===== src/rtl/time_digit_scanner_if.sv =====
// time_digit_scanner_if
//   Display-side bundle between the time counters and the 4-digit scanner.
//   data_show   : {valid, hour[4:0], minute[5:0]} binary display word
//   byte_status : [0] blank hour-tens zero, [1] blink enable, [2] lamp test
//   segment     : gfedcba segment lines, active-high
//   bytee       : one-hot digit enable, active-high
//   master drives the word and status; slave (the scanner) drives the display lines.
interface time_digit_scanner_if;
  logic [11:0] data_show;
  logic [2:0]  byte_status;
  logic [6:0]  segment;
  logic [3:0]  bytee;

  modport master (
    output data_show,
    output byte_status,
    input  segment,
    input  bytee
  );

  modport slave (
    input  data_show,
    input  byte_status,
    output segment,
    output bytee
  );
endinterface


===== src/rtl/time_digit_scanner.sv =====
// time_digit_scanner
//   Converts the binary HH:MM display word to BCD with a sequential shift-add-3
//   engine, then time-multiplexes four 7-segment digits (common-enable scan).
//   Supports blink, hour-tens leading-zero blanking and lamp test.
// Ports
//   clock_i : system clock, all logic on posedge
//   reset_i : synchronous, active-high
//   bus     : time_digit_scanner_if.slave (data_show, byte_status in; segment, bytee out)
//
// Converter states
//   state    | meaning
//   S_IDLE   | watch for a new valid word, capture operands
//   S_SHIFT  | six shift/add-3 steps on hour and minute in parallel
//   S_COMMIT | write all four digits atomically, mark display valid
module time_digit_scanner #(
  parameter int SCAN_DIV    = 1024,
  parameter int BLINK_SLOTS = 512
) (
  input  logic                  clock_i,
  input  logic                  reset_i,
  time_digit_scanner_if.slave   bus
);

  localparam int PW = (SCAN_DIV > 1) ? $clog2(SCAN_DIV) : 1;
  localparam int BW = (BLINK_SLOTS > 1) ? $clog2(BLINK_SLOTS) : 1;
  localparam logic [3:0] DASH = 4'hA;

  typedef enum logic [1:0] {S_IDLE, S_SHIFT, S_COMMIT} state_t;

  state_t       state_q;
  logic [2:0]   bit_cnt_q;
  logic [5:0]   hr_bin_q, mn_bin_q;
  logic [7:0]   hr_bcd_q, mn_bcd_q;
  logic         range_err_q;
  logic [10:0]  last_word_q;
  logic         last_ok_q;
  logic [3:0]   dig_q [4];
  logic         committed_valid_q;

  logic [PW-1:0] presc_q, presc_d;
  logic [1:0]    slot_q, slot_d;
  logic [BW-1:0] blink_cnt_q, blink_cnt_d;
  logic          blink_ph_q, blink_ph_d;
  logic [6:0]    segment_q, segment_d;
  logic [3:0]    bytee_q, bytee_d;

  logic [4:0] hour_in;
  logic [5:0] minute_in;
  logic       valid_in;

  assign valid_in  = bus.data_show[11];
  assign hour_in   = bus.data_show[10:6];
  assign minute_in = bus.data_show[5:0];

  function automatic logic [7:0] add3(input logic [7:0] b);
    logic [7:0] r;
    r = b;
    if (r[3:0] >= 4'd5) r[3:0] = r[3:0] + 4'd3;
    if (r[7:4] >= 4'd5) r[7:4] = r[7:4] + 4'd3;
    return r;
  endfunction

  function automatic logic [6:0] decode(input logic [3:0] d);
    case (d)
      4'd0:    return 7'h3F;
      4'd1:    return 7'h06;
      4'd2:    return 7'h5B;
      4'd3:    return 7'h4F;
      4'd4:    return 7'h66;
      4'd5:    return 7'h6D;
      4'd6:    return 7'h7D;
      4'd7:    return 7'h07;
      4'd8:    return 7'h7F;
      4'd9:    return 7'h6F;
      DASH:    return 7'h40;
      default: return 7'h00;
    endcase
  endfunction

  // Converter FSM
  always_ff @(posedge clock_i) begin
    if (reset_i) begin
      state_q           <= S_IDLE;
      bit_cnt_q         <= '0;
      hr_bin_q          <= '0;
      mn_bin_q          <= '0;
      hr_bcd_q          <= '0;
      mn_bcd_q          <= '0;
      range_err_q       <= 1'b0;
      last_word_q       <= '0;
      last_ok_q         <= 1'b0;
      committed_valid_q <= 1'b0;
      for (int i = 0; i < 4; i++) dig_q[i] <= '0;
    end else begin
      case (state_q)
        S_IDLE: begin
          if (valid_in) begin
            // last_ok_q lets a cleared history reconvert even an all-zero word
            if (!last_ok_q || (bus.data_show[10:0] != last_word_q)) begin
              hr_bin_q    <= {1'b0, hour_in};
              mn_bin_q    <= minute_in;
              hr_bcd_q    <= '0;
              mn_bcd_q    <= '0;
              range_err_q <= (hour_in > 5'd23) || (minute_in > 6'd59);
              last_word_q <= bus.data_show[10:0];
              last_ok_q   <= 1'b1;
              bit_cnt_q   <= '0;
              state_q     <= S_SHIFT;
            end
          end else begin
            committed_valid_q <= 1'b0;
            last_word_q       <= '0;
            last_ok_q         <= 1'b0;
          end
        end
        S_SHIFT: begin
          // adjust first, then shift the next binary MSB into the BCD LSB
          {hr_bcd_q, hr_bin_q} <= {add3(hr_bcd_q), hr_bin_q} << 1;
          {mn_bcd_q, mn_bin_q} <= {add3(mn_bcd_q), mn_bin_q} << 1;
          if (bit_cnt_q == 3'd5) begin
            state_q <= S_COMMIT;
          end else begin
            bit_cnt_q <= bit_cnt_q + 3'd1;
          end
        end
        S_COMMIT: begin
          if (range_err_q) begin
            for (int i = 0; i < 4; i++) dig_q[i] <= DASH;
          end else begin
            dig_q[0] <= mn_bcd_q[3:0];
            dig_q[1] <= mn_bcd_q[7:4];
            dig_q[2] <= hr_bcd_q[3:0];
            dig_q[3] <= hr_bcd_q[7:4];
          end
          committed_valid_q <= 1'b1;
          state_q           <= S_IDLE;
        end
        default: state_q <= S_IDLE;
      endcase
    end
  end

  // Scan prescaler, slot and blink phase
  logic presc_tc;
  assign presc_tc = (presc_q == PW'(SCAN_DIV - 1));

  always_comb begin
    presc_d     = presc_q + PW'(1);
    slot_d      = slot_q;
    blink_cnt_d = blink_cnt_q;
    blink_ph_d  = blink_ph_q;
    if (presc_tc) begin
      presc_d = '0;
      slot_d  = slot_q + 2'd1;
      if (blink_cnt_q == BW'(BLINK_SLOTS - 1)) begin
        blink_cnt_d = '0;
        blink_ph_d  = ~blink_ph_q;
      end else begin
        blink_cnt_d = blink_cnt_q + BW'(1);
      end
    end
  end

  // Output priority: lamp test > no data > blink off-phase > hour-tens blank > digit
  logic [3:0] slot_onehot;
  assign slot_onehot = 4'b0001 << slot_q;

  always_comb begin
    segment_d = decode(dig_q[slot_q]);
    bytee_d   = slot_onehot;
    if (bus.byte_status[2]) begin
      segment_d = 7'h7F;
      bytee_d   = slot_onehot;
    end else if (!committed_valid_q) begin
      segment_d = '0;
      bytee_d   = '0;
    end else if (bus.byte_status[1] && blink_ph_q) begin
      segment_d = '0;
      bytee_d   = '0;
    end else if ((slot_q == 2'd3) && bus.byte_status[0] && (dig_q[3] == 4'd0)) begin
      segment_d = '0;
      bytee_d   = 4'b1000;
    end
  end

  always_ff @(posedge clock_i) begin
    if (reset_i) begin
      presc_q     <= '0;
      slot_q      <= '0;
      blink_cnt_q <= '0;
      blink_ph_q  <= 1'b0;
      segment_q   <= '0;
      bytee_q     <= '0;
    end else begin
      presc_q     <= presc_d;
      slot_q      <= slot_d;
      blink_cnt_q <= blink_cnt_d;
      blink_ph_q  <= blink_ph_d;
      segment_q   <= segment_d;
      bytee_q     <= bytee_d;
    end
  end

  assign bus.segment = segment_q;
  assign bus.bytee   = bytee_q;

endmodule

===== src/flat_wrapper.sv =====
// flat-port wrapper written by rule: the top's interface ports become plain ports
module time_digit_scanner_flat 
#(
  parameter int SCAN_DIV    = 1024,
  parameter int BLINK_SLOTS = 512
)
  (clock_i, reset_i, bus_data_show, bus_byte_status, bus_segment, bus_bytee);
  time_digit_scanner_if bus_i ();
  input  logic clock_i;
  input  logic reset_i;
  input wire logic [$bits(bus_i.data_show)-1:0] bus_data_show;
  input wire logic [$bits(bus_i.byte_status)-1:0] bus_byte_status;
  output wire logic [$bits(bus_i.segment)-1:0] bus_segment;
  output wire logic [$bits(bus_i.bytee)-1:0] bus_bytee;
  assign bus_i.data_show = bus_data_show;
  assign bus_i.byte_status = bus_byte_status;
  assign bus_segment = bus_i.segment;
  assign bus_bytee = bus_i.bytee;
  time_digit_scanner #(.SCAN_DIV(SCAN_DIV), .BLINK_SLOTS(BLINK_SLOTS)) u_core (.clock_i(clock_i), .reset_i(reset_i), .bus(bus_i));
endmodule

===== config.mk =====
export PLATFORM = sky130hd
export DESIGN_NAME = time_digit_scanner_flat
export DESIGN_NICKNAME = d
export VERILOG_FILES = /design/src/rtl/time_digit_scanner_if.sv /design/src/rtl/time_digit_scanner.sv /design/src/flat_wrapper.sv
export SDC_FILE = /design/constraint.sdc
export NUM_CORES = 1
export LEC_CHECK = 0
export ABC_AREA = 0
export CORE_MARGIN = 10
export CORE_UTILIZATION = 63
export DETAILED_ROUTE_END_ITERATION = 8
export PLACE_DENSITY_LB_ADDON = 0.2
export SLEW_MARGIN = 5
export SYNTH_ARGS = -nofsm -noshare
export SYNTH_HDL_FRONTEND = slang
export SYNTH_SLANG_ARGS = --single-unit
export TNS_END_PERCENT = 10

===== constraint.sdc =====
create_clock -name clock_i -period 3.57 [get_ports clock_i]
set_clock_uncertainty 0.1 [all_clocks]
set_input_delay 0.5355 -clock clock_i [delete_from_list [all_inputs] [get_ports clock_i]]
set_output_delay 0.5355 -clock clock_i [all_outputs]
set_load 0.005 [all_outputs]

==> results of run 1 <==
logic make-up (layout without fill, tap and decap cells):
| logic type | Yosys count | in the layout | share of synthesized area, % |
|---|---|---|---|
| AND/OR/NAND/NOR | 169 | 169 | 18.89 |
| flip-flops | 98 | 98 | 46.36 |
| AO/OA/AOI/OAI | 96 | 96 | 15.10 |
| buffers and inverters | 41 | 67 | 4.346 |
| XOR/XNOR | 34 | 34 | 6.631 |
| adder cells (fa/ha/maj) | 22 | 22 | 6.130 |
| multiplexers | 6 | 6 | 2.536 |
through the flow:
stage,cell area (um2),cells,hold slack [ns],setup WS (ns),util [%]
final,4992,588,0.3579,1.164,72.68
after global routing,4992,588,0.3812,1.096,72.68
after global placement,4795,572,0.3397,0.8943,69.80
after detailed placement,4795,572,0.3479,0.8328,69.80
after floorplan,4491,466,0.3261,1.545,-
after CTS,4992,588,0.3606,1.197,72.68
final timing paths:
check	from	end	slack, ns
setup / recovery	bus_data_show[3]	u_core.mn_bcd_q[2]$_SDFFE_PP0P_	1.16
hold / removal	u_core.presc_q[0]$_SDFF_PP0_	u_core.presc_q[0]$_SDFF_PP0_	0.36
setup reg to reg	u_core.state_q[0]$_SDFFE_PP0P_	u_core.mn_bcd_q[4]$_SDFFE_PP0P_	1.34
hold reg to reg	u_core.presc_q[0]$_SDFF_PP0_	u_core.presc_q[0]$_SDFF_PP0_	0.36
power by group through the flow:
stage               combinational (mW)  clock, mW  sequential, mW
floorplan                        0.111          0            1.19
global placement                 0.158          0            1.19
detailed placement               0.163          0            1.20
CTS                              0.163      0.716            1.17
global route                     0.179      0.754            1.17
finish                           0.162      0.701            1.17
layout by cell type, fill, tap and decap left out, drive strengths merged, types with 14 or more instances in the layout:
cell type	n
a21oi	22
inv	19
nor2	41
nor3	22
ha	22
dfxtp	86
o21ai	14
nand2	41
clkdlybuf4s50	26
a22o	24
xnor2	23
layer usage:
| metal | part of all wire (%) | track usage [%] | vias to the layer above |
|---|---|---|---|
| li1 | - | - | 1697 |
| met1 | 46 | 19.97 | 1601 |
| met2 | 48 | 26.19 | 78 |
| met3 | 3.9 | 2.912 | 20 |
| met4 | 2.4 | 7.157 | 0 |
| met5 | 0 | 0 | - |
final cells by class:
class | count | area share, %
Clock buffer | 12 | 3.333
Timing Repair Buffer | 33 | 6.216
Tap cell | 96 | 2.406
Sequential cell | 98 | 41.70
Multi-Input combinational cell | 327 | 44.34
Inverter | 18 | 1.378
Clock inverter | 4 | 0.6266
worst max-delay path, cell delays in order:
cell             delay [ns]
clkdlybuf4s50_1        0.55
xnor2_1                0.15
nand4_1                0.19
o41a_1                 0.49
nor2_2                 0.45
a22o_1                 0.23
sequential cells by signal (all words and copies together) (netlist names), named ones only:
name,flops
u_core.presc_q,10
u_core.range_err_q,1
u_core.bit_cnt_q,3
u_core.blink_ph_q,1
u_core.bus.bytee,4
u_core.committed_valid_q,1
u_core.dig_q,16
u_core.hr_bcd_q,8
u_core.bus.segment,7
u_core.last_ok_q,1
u_core.hr_bin_q,6
u_core.blink_cnt_q,9
u_core.mn_bin_q,6
u_core.mn_bcd_q,8
u_core.state_q,2
u_core.last_word_q,11
u_core.slot_q,2
==> results.json, run 1 <==
{
  "p_sw_mw": 0.4928,
  "clkPwrFrac_pct": 34.5,
  "clkLatencyLatePin_ns": 0.36,
  "dr.pass1.iters": 4,
  "overflow": 0,
  "hp-class": "reg2reg",
  "hold_violations": 0,
  "cap_violations": 0,
  "drive_gt1_share_pct": 6.504,
  "multi_input_area_mm2": 0.002213,
  "routed_wl_mm": 8.774,
  "cp-start-kind": "input port",
  "worstPathMaxFanout": 13,
  "htreeDepth": 3,
  "area_growth_pct": 11.17,
  "outcome": "complete, no violations",
  "synth_top_cell_by_area": "dfxtp_1",
  "io_pins": 28,
  "row_count": 30,
  "ys_top_cells_by_area": "dfxtp_1, edfxtp_1, ha_1, a22o_1, xnor2_1",
  "fmax_mhz": 415.6,
  "hold_path_depth": 1,
  "synth_seq_cells": 98,
  "period_share_pct": 67.40,
  "vias": 3396,
  "slew_violations": 0,
  "avgSynthCellArea_um2": 9.636,
  "cts.sinks": 98,
  "synthCells": 466,
  "cts_tree": "built",
  "dieHeight_um": 104.4,
  "synth_area_mm2": 0.004491,
  "synth-seq-area-share_pct": 46.36,
  "grt_pass1_vias": 3262,
  "cts_buffer_depth": 2,
  "wire_per_inst_um": 14.92,
  "p_seq_share_pct": 57.6,
  "io_buffers": 27,
  "fin_tns_setup_ns": 0,
  "end_kind": "flop",
  "slew_headroom_pct": 48.69,
  "regArea_mm2": 0.002082,
  "grt_max_degree": 37,
  "synth_common_cells": "dfxtp_1, nand2_1, nor2_1, a22o_1, xnor2_1",
  "synth_edf_count": 12,
  "p_total_mw": 2.033,
  "synth_ff_type": "dfxtp_1",
  "setup_viol": 0,
  "power.share.combinational_pct": 8.0,
  "min_period_ns": 2.406,
  "place_hpwl_mm": 6.425,
  "rr_worst_depth": 4,
  "ir_drop_mv": 0.2311,
  "fin_nets": 526,
  "worst_slew_pin_slew_ns": 0.7697,
  "p_int_mw": 1.541,
  "vias_per_cell": 5.776,
  "rsz0062_at_grt": "no",
  "core-area_mm2": 0.006869,
  "synth_top_area_share_pct": 38.34,
  "leakagePower_nw": 1.829,
  "synth_cell_types": 51,
  "cts_post_setup_buffers_inserted": 0,
  "power_density_mw_per_mm2": 407.3,
  "cts_root_buffer": "clkbuf_8",
  "dr.first_iter.drc_count": 179,
  "initial_core_util_pct": 65.37,
  "required_ns": 3.76,
  "critPathKind": "in2reg",
  "detail-route-antenna-nets": 0,
  "arrival_ns": 2.60,
  "dieArea_mm2": 0.01090,
  "p_sw_share_pct": 24.23,
  "post-route-drc-count": 0,
  "fillers": 539,
  "die_w_um": 104.4,
  "antenna_found_initial": 0,
  "antennaDiodeCount": 0,
  "post_cts_resized": 0,
  "gp_congestion": 0.9066,
  "yosys.cell_count.top_type": "dfxtp_1",
  "cts.clk_slew.worst_paths_ns": 0.09,
  "yosys_warnings": 0,
  "async_flop_share_pct": 0,
  "grt_pass1_wl_mm": 14.88,
  "cts_buffers": 9,
  "track_usage_pct": 16.00,
  "holdBufCountCts": 0,
  "synth_nets": 505
}
Power figures use the tool's default switching activity.
==> run 2: changes to the inputs <==
--- a/config.mk
+++ b/config.mk
@@ -7,7 +7,7 @@
 export LEC_CHECK = 0
 export ABC_AREA = 0
 export CORE_MARGIN = 10
-export CORE_UTILIZATION = 63
+export CORE_UTILIZATION = 53
 export DETAILED_ROUTE_END_ITERATION = 8
 export PLACE_DENSITY_LB_ADDON = 0.2
 export SLEW_MARGIN = 5
==> constraint.sdc (replaced) <==
create_clock -name clock_i -period 2.2 [get_ports clock_i]
set_clock_uncertainty 0.1 [all_clocks]
set_input_delay 0.33 -clock clock_i [delete_from_list [all_inputs] [get_ports clock_i]]
set_output_delay 0.33 -clock clock_i [all_outputs]
set_load 0.005 [all_outputs]
==> run 2 against run 1 <==
- via count down 0.29%
- non-clock buffer count up 24
- wire length up 0.87%
- register-to-register slack worse by 1.1 ns
- cell area up 4.3%
- worst hold slack worse by 0.013 ns
- global-route usage down 1.7 points
- flip-flop and latch count unchanged
- core utilization down 9.3 points
- power up 65%
- first-iteration DRC count up 10%
- sequential power up 62%
- critical path type is now reg2reg
- highest routed layer unchanged
==> results.json, run 2 (synthesis gave the netlist of run 1 again) <==
{
  "worstPathMaxFanout": 4,
  "leakagePower_nw": 1.943,
  "dieArea_mm2": 0.01255,
  "top_regs": "u_core.dig_q x16, u_core.last_word_q x11, u_core.presc_q x10",
  "routed_wl_mm": 8.850,
  "fmax_mhz": 503.1,
  "critPathKind": "reg2reg",
  "vias_per_cell": 5.452,
  "power_density_mw_per_mm2": 644.8,
  "wire_per_inst_um": 14.25,
  "setup_viol": 0,
  "holdBufCountCts": 0,
  "area_growth_pct": 15.91,
  "use_met1_pct": 16.49,
  "cts_buffers": 9,
  "dr.pass1.iters": 4,
  "required_ns": 2.36,
  "min_period_ns": 1.988,
  "antennaDiodeCount": 0,
  "grt_pass1_vias": 3366,
  "dp.cells": 605,
  "vias": 3386,
  "regMostFlops": "u_core.dig_q",
  "finalWorstSetupSlack_ns": 0.2125,
  "hp-class": "in2reg",
  "cts.sinks": 98,
  "rsz0062_at_grt": "no",
  "core-area_mm2": 0.008217,
  "drive_gt1_share_pct": 11.05,
  "fin_nets": 550,
  "track_usage_pct": 14.28,
  "io_pins": 28,
  "grt-busiest-layer": "met2",
  "final_util_pct": 63.35,
  "hold_violations": 0,
  "overflow": 0,
  "design_area_mm2": 0.005205,
  "row_count": 33,
  "post-route-drc-count": 0,
  "cap_violations": 0,
  "cts.clk_slew.worst_paths_ns": 0.09,
  "cts_buffer_depth": 2,
  "period_share_pct": 90.34,
  "slew_headroom_pct": 48.94,
  "cp-start-kind": "flop",
  "outcome": "complete, no violations",
  "detail-route-antenna-nets": 0,
  "met2_usage_pct": 24.71,
  "final_common_cell": "dfxtp_1",
  "instances_no_fill": 621,
  "io_buffers": 27,
  "place_hpwl_mm": 6.451,
  "p_total_mw": 3.356,
  "grt_pass1_wl_mm": 15.26,
  "initial_core_util_pct": 54.65,
  "dr.first_iter.drc_count": 197,
  "slew_violations": 0,
  "place_area_mm2": 0.005011,
  "ir_drop_mv": 0.3815,
  "clkLatencyLatePin_ns": 0.36,
  "gp_congestion": 0.8336,
  "dieHeight_um": 112.0,
  "die_w_um": 112.0,
  "antenna_found_initial": 0,
  "grtUsageMet3_pct": 4.739,
  "fin_tns_setup_ns": 0,
  "layout_common_cells": "dfxtp_1, nand2_1, nor2_1",
  "grt_max_degree": 61,
  "arrival_ns": 2.15,
  "htreeDepth": 3,
  "largest_reg_flops": 16,
  "cts_tree": "built",
  "end_kind": "flop",
  "place_ws_ns": -0.1443,
  "holdWs_ns": 0.3450,
  "cts_root_buffer": "clkbuf_8",
  "worst_slew_pin_slew_ns": 0.7631
}
run 2: report_power, final:
| group | internal (mW) | switching, mW |
|---|---|---|
| combinational | 0.145 | 0.146 |
| sequential | 1.86 | 0.0395 |
| clock | 0.563 | 0.603 |
| total | 2.57 | 0.788 |
run 2: critical path: stages (launching register included):
cell	delay (ns)
dfxtp_1	0.37
mux4_2	0.57
inv_1	0.13
ha_1	0.19
nor2_1	0.05
a211o_1	0.25
a221oi_1	0.24
run 2: area by class of cell:
cell class / count / area, um2
Tap cell: 105 / 131.4
Clock inverter: 4 / 51.30
Clock buffer: 12 / 146.4
Fill cell: 727 / 3012
Timing Repair Buffer: 57 / 515.5
Inverter: 18 / 68.82
Multi-Input combinational cell: 327 / 2210
Sequential cell: 98 / 2082
run 2: what timing repair did:
item,4_1_cts,5_1_grt
buffers inserted,0,0
endpoints found under the setup margin,0,1
resized for setup,0,1
run 2: layer usage:
layer	wire length (um)	share of wire (%)
met4	77	0.87
met3	441	5.0
met5	0	0
met1	4018	45
met2	4313	49
run 2: path summary, 6_finish.rpt:
| path | endpoint | slack (ns) | startpoint | cells after the start |
|---|---|---|---|---|
| max | u_core.bus.segment[4]$_SDFF_PP0_ | 0.21 | flop | 6 |
| min | u_core.state_q[0]$_SDFFE_PP0P_ | 0.34 | reset_i | 3 |
| max reg2reg | u_core.bus.segment[4]$_SDFF_PP0_ | 0.21 | flop | 6 |
| min reg2reg | u_core.presc_q[0]$_SDFF_PP0_ | 0.36 | u_core.presc_q[0]$_SDFF_PP0_ | 1 |
==> run 3: changes to the inputs <==
--- a/config.mk
+++ b/config.mk
@@ -6,11 +6,9 @@
 export NUM_CORES = 1
 export LEC_CHECK = 0
 export ABC_AREA = 0
-export CORE_MARGIN = 10
 export CORE_UTILIZATION = 53
 export DETAILED_ROUTE_END_ITERATION = 8
 export PLACE_DENSITY_LB_ADDON = 0.2
-export SLEW_MARGIN = 5
 export SYNTH_ARGS = -nofsm -noshare
 export SYNTH_HDL_FRONTEND = slang
 export SYNTH_SLANG_ARGS = --single-unit
==> run 3 against run 2 <==
- non-clock buffer count up 4
- flip-flop and latch count stayed put
- final cell count is 0.64% higher
- critical path depth did not move
- sequential share of layout area down 0.28 points
- critical endpoint unchanged
- largest cell class unchanged
==> results.json, run 3 (synthesis gave the netlist of run 1 again) <==
{
  "layout_common_cells": "dfxtp_1, nand2_1, nor2_1",
  "initial_core_util_pct": 54.65,
  "area_growth_pct": 16.72,
  "leakagePower_nw": 1.969,
  "track_usage_pct": 20.98,
  "wire_per_inst_um": 14.01,
  "met2_usage_pct": 35.71,
  "design_area_mm2": 0.005241,
  "io_buffers": 27,
  "slew_violations": 0,
  "top_regs": "u_core.dig_q x16, u_core.last_word_q x11, u_core.presc_q x10",
  "crit_family": "multiplexers",
  "cts.sinks": 98,
  "largest_reg_flops": 16,
  "worstPathMaxFanout": 4,
  "rsz0062_at_grt": "no",
  "dieArea_mm2": 0.008844,
  "power_density_mw_per_mm2": 634.3,
  "dieHeight_um": 94.05,
  "use_met1_pct": 26.58,
  "routed_wl_mm": 8.756,
  "cts_post_setup_buffers_inserted": 0,
  "cts_buffer_depth": 2,
  "period_share_pct": 93.18,
  "overflow": 0,
  "path_depth": 6,
  "place_ws_ns": -0.2175,
  "post_cts_resized": 0,
  "critical_path.slowest_cell": "mux4_1",
  "cp-start-kind": "flop",
  "fin_nets": 554,
  "grt-busiest-layer": "met2",
  "grt_pass1_vias": 3128,
  "dp.cells": 609,
  "grt_pass1_wl_mm": 14.43,
  "setup_viol": 0,
  "arrival_ns": 2.22,
  "grt_max_degree": 61,
  "cts_buffers": 9,
  "post-route-drc-count": 0,
  "antenna_found_initial": 0,
  "cts.clk_slew.worst_paths_ns": 0.10,
  "detail-route-antenna-nets": 0,
  "required_ns": 2.37,
  "end_kind": "flop",
  "cap_violations": 0,
  "worst_slew_pin_slew_ns": 0.7090,
  "rr_worst_depth": 6,
  "place_hpwl_mm": 6.317,
  "final_util_pct": 63.79,
  "holdBufCountCts": 0,
  "grtUsageMet3_pct": 3.479,
  "finalWorstSetupSlack_ns": 0.1500,
  "drive_gt1_share_pct": 11.92,
  "fmax_mhz": 487.8,
  "final_common_cell": "dfxtp_1",
  "vias_per_cell": 5.485,
  "antennaDiodeCount": 0,
  "slowest_delay_ns": 0.60,
  "cts_tree": "built",
  "dr.pass1.iters": 4,
  "instances_no_fill": 625,
  "hp-class": "in2reg",
  "ir_drop_mv": 0.3513,
  "row_count": 33,
  "hold_path_depth": 3,
  "place_area_mm2": 0.005041,
  "gp_congestion": 0.8224,
  "p_total_mw": 3.325,
  "crit_chain": "mux4_1, inv_1, ha_1, nor2_1, a211o_1, a221oi_1",
  "regMostFlops": "u_core.dig_q",
  "crit_buf_inv": 1,
  "min_period_ns": 2.050,
  "clkLatencyLatePin_ns": 0.36,
  "core-area_mm2": 0.008217,
  "htreeDepth": 3,
  "outcome": "complete, no violations",
  "vias": 3428,
  "critPathKind": "reg2reg",
  "slew_headroom_pct": 52.53,
  "cts_root_buffer": "clkbuf_8",
  "dr.first_iter.drc_count": 155,
  "die_w_um": 94.05,
  "hold_violations": 0,
  "io_pins": 28
}
[run 3: worst paths after layout]
path                                                          to  slack [ns]                              from
worst max-delay path            u_core.bus.segment[4]$_SDFF_PP0_        0.15  u_core.dig_q[1][0]$_SDFFCE_PN0P_
worst min-delay path                u_core.presc_q[6]$_SDFF_PP0_        0.33                           reset_i
worst max register to register  u_core.bus.segment[4]$_SDFF_PP0_        0.15  u_core.dig_q[1][0]$_SDFFCE_PN0P_
worst min register to register   u_core.dig_q[2][2]$_SDFFE_PP0P_        0.36   u_core.dig_q[2][2]$_SDFFE_PP0P_
[run 3: worst min-delay path, cell delays in order]
cell,delay [ns]
buf_2,0.12
buf_12,0.19
nor2_1,0.11
[run 3: metal layers]
metal / routed length [um] / vias to the layer above
li1: - / 1751
met1: 4020 / 1595
met2: 4306 / 76
met3: 345 / 6
met4: 84 / 0
met5: 0 / -
[run 3: power by group]
| part | switching (mW) | total (mW) | internal [mW] | leakage, nW |
|---|---|---|---|---|
| sequential | 0.0371 | 1.90 | 1.86 | 0.824 |
| clock | 0.629 | 1.12 | 0.495 | 0.0966 |
| combinational | 0.152 | 0.302 | 0.151 | 1.05 |
[run 3: through the flow]
| stage | TNS (ns) | hold slack (ns) |
|---|---|---|
| 4_1_cts | 0 | 0.3154 |
| 3_3_place_gp | -1.785 | 0.3420 |
| 2_1_floorplan | 0 | 0.3261 |
| 3_5_place_dp | -3.762 | 0.3496 |
| 5_1_grt | 0 | 0.3334 |
| 6_report | 0 | 0.3268 |
[run 3: cell type report]
| cell class | instances | area (um2) |
|---|---|---|
| clock inverters | 4 | 33.78 |
| repair buffers | 61 | 545.5 |
| well taps | 105 | 131.4 |
| inverters | 18 | 68.82 |
| multi-input cells | 327 | 2221 |
| clock buffers | 12 | 158.9 |
| flip-flops and latches | 98 | 2082 |
| fillers | 679 | 2975 |
